**src/rtl/mult_pkg.sv**
```systemverilog
// mult_pkg: shared state encoding and defaults for the sequential multiplier
package mult_pkg;
   typedef enum logic [1:0] {IDLE, CALC, FIX, DONE} state_t;
   localparam int DEFAULT_MULT_WIDTH = 8;
endpackage

```
**src/rtl/ripple_adder_n.sv**
```systemverilog
// ripple_adder_n: WIDTH-bit ripple-carry adder built from full-adder cells
module ripple_adder_n
   import mult_pkg::*;
#(
   parameter int WIDTH = DEFAULT_MULT_WIDTH
) (
   input  logic [WIDTH-1:0] a,
   input  logic [WIDTH-1:0] b,
   input  logic             cin,
   output logic [WIDTH-1:0] sum,
   output logic             cout
);
   logic [WIDTH:0] w_c;
   assign w_c[0] = cin;
   genvar i;
   generate
      for (i = 0; i < WIDTH; i++) begin : g_fa
         assign sum[i]     = a[i] ^ b[i] ^ w_c[i];
         assign w_c[i + 1] = (a[i] & b[i]) | (w_c[i] & (a[i] ^ b[i]));
      end
   endgenerate
   assign cout = w_c[WIDTH];
endmodule

```
**src/rtl/seq_mult_n.sv**
```systemverilog
// seq_mult_n: sequential shift-and-add multiplier, unsigned or two's-complement, WIDTH+1 cycles per product
module seq_mult_n
   import mult_pkg::*;
#(
   parameter int WIDTH = DEFAULT_MULT_WIDTH
) (
   input  logic               clk,
   input  logic               rst_n,
   input  logic               start,
   input  logic               signed_en,
   input  logic [WIDTH-1:0]   num1,
   input  logic [WIDTH-1:0]   num2,
   output logic               ready,
   output logic               busy,
   output logic               done,
   output logic [2*WIDTH-1:0] result
);
   localparam int CNT_W = $clog2(WIDTH + 1);
   state_t               r_state, w_next;
   logic                 r_neg;
   logic [WIDTH-1:0]     r_mcand, r_hi, r_lo;
   logic [CNT_W-1:0]     r_cnt;
   logic [2*WIDTH-1:0]   r_result;
   logic                 w_accept, w_last, w_cout;
   logic [WIDTH-1:0]     w_mag1, w_mag2, w_addend, w_sum;
   logic [2*WIDTH-1:0]   w_prod;
   assign w_accept = start & ready;
   assign w_last   = r_cnt == CNT_W'(WIDTH - 1);
   assign w_mag1   = (signed_en & num1[WIDTH-1]) ? ~num1 + 1'b1 : num1;
   assign w_mag2   = (signed_en & num2[WIDTH-1]) ? ~num2 + 1'b1 : num2;
   assign w_addend = r_lo[0] ? r_mcand : '0;
   assign w_prod   = {r_hi, r_lo};
   assign result   = r_result;
   ripple_adder_n #(.WIDTH(WIDTH)) u_add (
      .a    (r_hi),
      .b    (w_addend),
      .cin  (1'b0),
      .sum  (w_sum),
      .cout (w_cout)
   );
   // state register
   always_ff @(posedge clk or negedge rst_n) begin
      if (!rst_n) r_state <= IDLE;
      else        r_state <= w_next;
   end
   // next state and handshake outputs decoded from the current state
   always_comb begin
      w_next = r_state;
      ready  = 1'b0;
      busy   = 1'b0;
      done   = 1'b0;
      case (r_state)
         IDLE: begin
            ready  = 1'b1;
            w_next = start ? CALC : IDLE;
         end
         CALC: begin
            busy   = 1'b1;
            w_next = w_last ? FIX : CALC;
         end
         FIX: begin
            busy   = 1'b1;
            w_next = DONE;
         end
         DONE: begin
            ready  = 1'b1;
            done   = 1'b1;
            w_next = start ? CALC : DONE;
         end
         default: w_next = IDLE;
      endcase
   end
   // datapath: latch magnitudes on accept, add-and-shift while calculating, apply sign in FIX
   always_ff @(posedge clk or negedge rst_n) begin
      if (!rst_n) begin
         r_neg    <= 1'b0;
         r_mcand  <= '0;
         r_hi     <= '0;
         r_lo     <= '0;
         r_cnt    <= '0;
         r_result <= '0;
      end else if (w_accept) begin
         r_neg   <= signed_en & (num1[WIDTH-1] ^ num2[WIDTH-1]);
         r_mcand <= w_mag1;
         r_lo    <= w_mag2;
         r_hi    <= '0;
         r_cnt   <= '0;
      end else if (r_state == CALC) begin
         r_hi  <= {w_cout, w_sum[WIDTH-1:1]};
         r_lo  <= {w_sum[0], r_lo[WIDTH-1:1]};
         r_cnt <= r_cnt + 1'b1;
      end else if (r_state == FIX) begin
         r_result <= r_neg ? ~w_prod + 1'b1 : w_prod;
      end
   end
endmodule

```
**config.mk**
```make
export PLATFORM = sky130hd
export DESIGN_NAME = seq_mult_n
export DESIGN_NICKNAME = d
export VERILOG_FILES = /design/src/rtl/mult_pkg.sv /design/src/rtl/ripple_adder_n.sv /design/src/rtl/seq_mult_n.sv
export SDC_FILE = /design/constraint.sdc
export NUM_CORES = 1
export LEC_CHECK = 0
export CORE_ASPECT_RATIO = 1.25
export CORE_UTILIZATION = 49
export DETAILED_ROUTE_END_ITERATION = 16
export HOLD_SLACK_MARGIN = 0.15
export PLACE_DENSITY_LB_ADDON = 0.25
export SLEW_MARGIN = 10
export SYNTH_ARGS = -nofsm -noshare
export SYNTH_HDL_FRONTEND = slang
export SYNTH_SLANG_ARGS = --single-unit
export TNS_END_PERCENT = 20
```
**constraint.sdc**
```tcl
create_clock -name clk -period 3.8 [get_ports clk]
set_input_delay 0.76 -clock clk [delete_from_list [all_inputs] [get_ports clk]]
set_output_delay 0.76 -clock clk [all_outputs]
set_load 0.01 [all_outputs]
```
# Word-level counts from Yosys, hierarchy flattened
# Cells that the tools add are included.
# op_classes
n_addsub	4
n_eq_ne	4
mux	17
bitwise	47
reduce_logical	5
# ops
operator	n
$mux W8	7
$and A1 B1 Y1	19
$add A16 B1 Y16 const B	1
$add A8 B1 Y8 const B	2
$mux W16	1
$not A16 Y16	1
$not A8 Y8	2
$xor A1 B1 Y1	16
$mux W4	2
$pmux W2 S4	1
$or A1 B1 Y1	7
$add A4 B1 Y4 const B	1
$eq A2 B2 Y1 const B	2
$eq A4 B3 Y1 const B	1
$mux W1	4
$mux W2	2
$reduce_or A2 Y1	2
$reduce_and A3 Y1	1
$eq A2 B1 Y1 const B	1
$logic_not A2 Y1	1
$not A1 Y1	2
$reduce_bool A2 Y1	1
# word_totals
register_bits	47
output_inout_bits	19
wordCells	84

# Depth between registers and ports, before layout
# depth
ltp_word	18
depth_mapped	14
ltp_nobuf	13

# Hierarchy
# From an unflattened synthesis, not the netlist that was laid out.
# unflattened
cells_unflattened	299
hier_area_um2	2855.2
# by_module_without_submodules
mod	n_inst	cells_each	area_per_inst_um2	seq_area_each_um2
seq_mult_n	1	281	2657.5	1176.1
ripple_adder_n	1	18	197.7	0.0

# Worst setup path after synthesis
# Ideal clock, no wire load.
# synth_timing
kind	reg-to-reg
start	register r_lo[0]
end	register r_hi[6]
setup_ps	94
arrival_ps	3667
setup_slack_ps	39
path_stages_with_launch	15
path_buffers	1
synth_period_minus_slack_ps	3761
path_cell_list	dfrtp_1 clkbuf_1 and2_1 ha_1 inv_1 fa_1 fa_1 fa_1 fa_1 fa_1 inv_1 fa_1 inv_1 fa_1 a211oi_1
# synth_via
elab_chain_cells	17
# synth_lines
element	line	text
start: declaration	seq_mult_n.sv:21	logic [WIDTH-1:0] r_mcand, r_hi, r_lo;
start signal: assignment	seq_mult_n.sv:85	r_lo <= w_mag2;
start signal: assignment	seq_mult_n.sv:90	r_lo <= {w_sum[0], r_lo[WIDTH-1:1]};
$mux W8 *	seq_mult_n.sv:31	assign w_addend = r_lo[0] ? r_mcand : '0;
$and A1 B1 Y1 or $xor A1 B1 Y1 (tied branches)	ripple_adder_n.sv:19	assign w_c[i + 1] = (a[i] & b[i]) | (w_c[i] & (a[i] ^ b[i]));
$and A1 B1 Y1	ripple_adder_n.sv:19	
$or A1 B1 Y1	ripple_adder_n.sv:19	
$and A1 B1 Y1	ripple_adder_n.sv:19	
$or A1 B1 Y1	ripple_adder_n.sv:19	
$and A1 B1 Y1	ripple_adder_n.sv:19	
$or A1 B1 Y1	ripple_adder_n.sv:19	
$and A1 B1 Y1	ripple_adder_n.sv:19	
$or A1 B1 Y1	ripple_adder_n.sv:19	
$and A1 B1 Y1	ripple_adder_n.sv:19	
$or A1 B1 Y1	ripple_adder_n.sv:19	
$and A1 B1 Y1	ripple_adder_n.sv:19	
$or A1 B1 Y1	ripple_adder_n.sv:19	
$xor A1 B1 Y1 *	ripple_adder_n.sv:18	assign sum[i] = a[i] ^ b[i] ^ w_c[i];
$mux W8 *	seq_mult_n.sv:88	end else if (r_state == CALC) begin
$mux W8 *	seq_mult_n.sv:82	end else if (w_accept) begin
end signal: assignment	seq_mult_n.sv:89	r_hi <= {w_cout, w_sum[WIDTH-1:1]};
end: declaration	seq_mult_n.sv:21	
# Mark *: on every way between the ends. The rest lies on a longest branch, timed or not. The select of a mux whose other input is x is not followed.
# A chain may end at the register's enable or synchronous reset.

# Worst setup path after layout
# layout_timing
start	register r_mcand[0]
end	register r_hi[6]
# layout_via
elab_chain_cells	17
# layout_lines
element	line	text
start: declaration	seq_mult_n.sv:21	
start signal: assignment	seq_mult_n.sv:84	r_mcand <= w_mag1;
$mux W8	seq_mult_n.sv:31	
$and A1 B1 Y1 (2 in series)	ripple_adder_n.sv:19	
$or A1 B1 Y1	ripple_adder_n.sv:19	
$and A1 B1 Y1	ripple_adder_n.sv:19	
$or A1 B1 Y1	ripple_adder_n.sv:19	
$and A1 B1 Y1	ripple_adder_n.sv:19	
$or A1 B1 Y1	ripple_adder_n.sv:19	
$and A1 B1 Y1	ripple_adder_n.sv:19	
$or A1 B1 Y1	ripple_adder_n.sv:19	
$and A1 B1 Y1	ripple_adder_n.sv:19	
$or A1 B1 Y1	ripple_adder_n.sv:19	
$and A1 B1 Y1	ripple_adder_n.sv:19	
$or A1 B1 Y1	ripple_adder_n.sv:19	
$xor A1 B1 Y1	ripple_adder_n.sv:18	
$mux W8	seq_mult_n.sv:88	
$mux W8	seq_mult_n.sv:82	
# Every way passes these cells. The select of a mux whose other input is x is not followed.

==> flow_summary.json <==
{
  "synth_edf_count": 0,
  "cts_root_buf": "clkbuf_8",
  "track_usage_pct": 19.3,
  "cts_tree": "built",
  "synthDistinctLibCells": 41,
  "hold_viol_final": 0,
  "slew-limit-headroom_pct": 31.9,
  "cts_made_buffers": 5,
  "yosysTopAreaCell": "dfrtp_1",
  "worstSkewPairLatency_ns": 0.30,
  "io_buffer_count": 38,
  "max_freq_mhz": 277,
  "place_congestion": 0.838,
  "fillCellCount": 494,
  "required_ns": 4.02,
  "place_inst": 385,
  "post-cts-setup-buffers": 0,
  "synthesis.area_um2": 2800,
  "sw_frac_of_total_pct": 41.1,
  "synth.net_count": 331,
  "overflow": 0,
  "p_per_area_nw_per_um2": 797,
  "fin_setup_tns_ns": 0,
  "finalClockSkew_ns": 0.00507,
  "hold_class": "flop to flop",
  "grt_pass1_vias": 2088,
  "grt_start_max_net_pins": 48,
  "synthFlopType": "dfrtp_1",
  "die_w_um": 69.6,
  "first_pass_iters": 4,
  "cts.sinks": 47,
  "ys_async_sr_fraction_pct": 100,
  "ys_seq_area_share_pct": 42.0,
  "avgRoutedWirePerCell_um": 13.3,
  "vdd_drop_max_mv": 0.300,
  "multi_input_area_um2": 1470,
  "area_growth_pct": 18.7,
  "p_switching_mw": 1.09,
  "pwr-share-clk_pct": 12.4,
  "maxSlewViolCount": 0,
  "layout-drive-gt1-share_pct": 6.38,
  "synth_top_area_share_pct": 42.0,
  "setup_viol": 0,
  "syn_inst": 295,
  "htreeDepth": 2,
  "row_count": 30,
  "die_area_um2": 6020,
  "pin_count": 39,
  "grt_pass1_wl_um": 9330,
  "cts_buffer_depth": 2,
  "dpl.hpwl_um": 3870,
  "critPathArrivalTime_ns": 3.82,
  "die_h_um": 86.5,
  "p_leak_nw": 1.43,
  "worst_hold_slack_ns": 0.487,
  "rsz0062_at_grt": "no",
  "synth_seq_cells": 47,
  "nets": 364,
  "core-area_um2": 5480,
  "drt-total-wl_um": 5220,
  "finalCritPeriodShare_pct": 94.9,
  "comb_power_share_pct": 50.5,
  "initial_core_util_pct": 51.1,
  "maxCapViolations": 0,
  "antenna_found_initial": 0,
  "finalCriticalPeriod_ns": 3.60,
  "status": "finished, final reports clean",
  "avgSynthCellArea_um2": 9.48,
  "cp-end-kind": "flop",
  "crit_fanout": 2,
  "start_kind": "flop",
  "drt_iter0_drc": 126,
  "intPower_mw": 1.56,
  "antenna_cells": 0,
  "ant_nets": 0,
  "worst-slew-pin-transition_ns": 1.02,
  "pwr-share-seq_pct": 37.1,
  "yosys_warnings": 0,
  "fin_cells": 393,
  "path_class": "flop to flop",
  "synth_area_leaders": "dfrtp_1 42%, xnor2_1 5.3%, fa_1 5.0%",
  "via_count": 2119,
  "vias_per_cell": 5.39,
  "seqCellArea_um2": 1180,
  "drc": 0,
  "clk_pin_slew_ns": 0.08
}
-- stage by stage --
| stage | utilization, % | power (mW) | instance area, um^2 | worst slack, ns |
|---|---|---|---|---|
| after CTS | 60.5 | 2.66 | 3320 | 0.180 |
| after floorplan | - | 1.87 | 2800 | 0.0388 |
| final | 60.6 | 2.65 | 3320 | 0.195 |
| after global routing | 60.6 | 2.88 | 3320 | 0.0245 |
| after global placement | 58.7 | 2.28 | 3220 | 0.275 |
| after detailed placement | 58.7 | 2.32 | 3220 | 0.208 |
-- synthesized netlist by cell type (2+ instances only) --
cell type	n
nor3_1	4
nand3_1	3
buf_1	3
xor2_1	10
or3_1	4
nand4_1	2
a211oi_1	13
xnor2_1	17
o21ai_1	2
o41ai_2	2
a31oi_1	2
o41ai_4	2
mux2i_1	8
or4_1	2
nor4_1	3
a21oi_1	23
and2_1	2
clkbuf_1	12
nand2_1	23
inv_1	23
o21ai_0	11
ha_1	9
nor2b_1	6
dfrtp_1	47
o41ai_1	2
fa_1	7
o31ai_1	3
nor2_1	37
-- repair_timing --
item	in CTS	in global routing
hold buffers	0	0
endpoints found under the setup margin	0	1
resized for setup	0	2
-- worst paths after layout --
kind	start	to	slack (ns)	cells past startpoint
setup / recovery	r_mcand[0]	r_hi[6]	0.20	13
hold / removal	r_mcand[6]	r_mcand[6]	0.49	2
setup reg to reg	r_mcand[0]	r_hi[6]	0.20	13
hold reg to reg	r_mcand[6]	r_mcand[6]	0.49	2
max in group asynchronous	rst_n	r_hi[1]	2.47	1
min in group asynchronous	rst_n	result[5]	0.64	1
-- cell type report --
type | instances | share of cell area (%)
inverters | 23 | 2.60
well taps | 64 | 2.41
repair buffers | 42 | 12.2
flip-flops and latches | 47 | 35.4
clock buffers | 8 | 3.01
multi-input cells | 209 | 44.3
-- critical path, cell delays in order, from the launching register on --
cell and delay (ns):
dfrtp_1 0.35, and2_1 0.13, ha_1 0.14, inv_1 0.05, fa_1 0.37, fa_1 0.39, fa_1 0.39, fa_1 0.40
fa_1 0.37, inv_1 0.08, fa_1 0.16, inv_1 0.05, fa_1 0.45, a211oi_2 0.21
-- placed cells by master (no fill, tap or decap), types with 10 or more instances in the layout --
| cell | n |
|---|---|
| inv_1 | 23 |
| a211oi_1 | 12 |
| xnor2_1 | 17 |
| nor2_1 | 37 |
| clkdlybuf4s50_1 | 37 |
| nand2_1 | 23 |
| xor2_1 | 10 |
| dfrtp_1 | 46 |
| o21ai_0 | 11 |
| a21oi_1 | 23 |
-- cells by family (layout without fill, tap and decap cells) --
| kind of cell | after synthesis | count (layout) | synth area share, % |
|---|---|---|---|
| buffers and inverters | 39 | 73 | 5.50 |
| AND/OR/NAND/NOR | 90 | 90 | 14.6 |
| multiplexers | 9 | 9 | 3.26 |
| AO/OA/AOI/OAI | 67 | 67 | 17.1 |
| flip-flops | 47 | 47 | 42.0 |
| XOR/XNOR | 27 | 27 | 8.45 |
| adder cells (fa/ha/maj) | 16 | 16 | 9.03 |
-- routing by layer --
metal	routed length (um)	GRT usage, %	share of wire, %	vias to the layer above
met5	0	0	0	-
met2	2510	32.2	48	49
met4	80	8.35	1.5	0
li1	-	-	-	1073
met3	154	3.02	3.0	6
met1	2470	25.0	47	991
-- sequential cells by signal (all words and copies together), names as in the netlist --
register / cells
r_cnt: 4
r_hi: 8
r_lo: 8
r_mcand: 8
r_neg: 1
r_state: 2
result: 16
-- power by group through the flow --
stage / combinational (mW) / sequential [mW] / clock (mW)
6_report: 1.34 / 0.983 / 0.328
5_1_grt: 1.50 / 1.02 / 0.353
4_1_cts: 1.34 / 0.980 / 0.335
3_5_place_dp: 1.33 / 0.990 / 0
3_3_place_gp: 1.31 / 0.974 / 0
2_1_floorplan: 0.918 / 0.955 / 0
No activity file was read; power rests on OpenSTA's default activity.
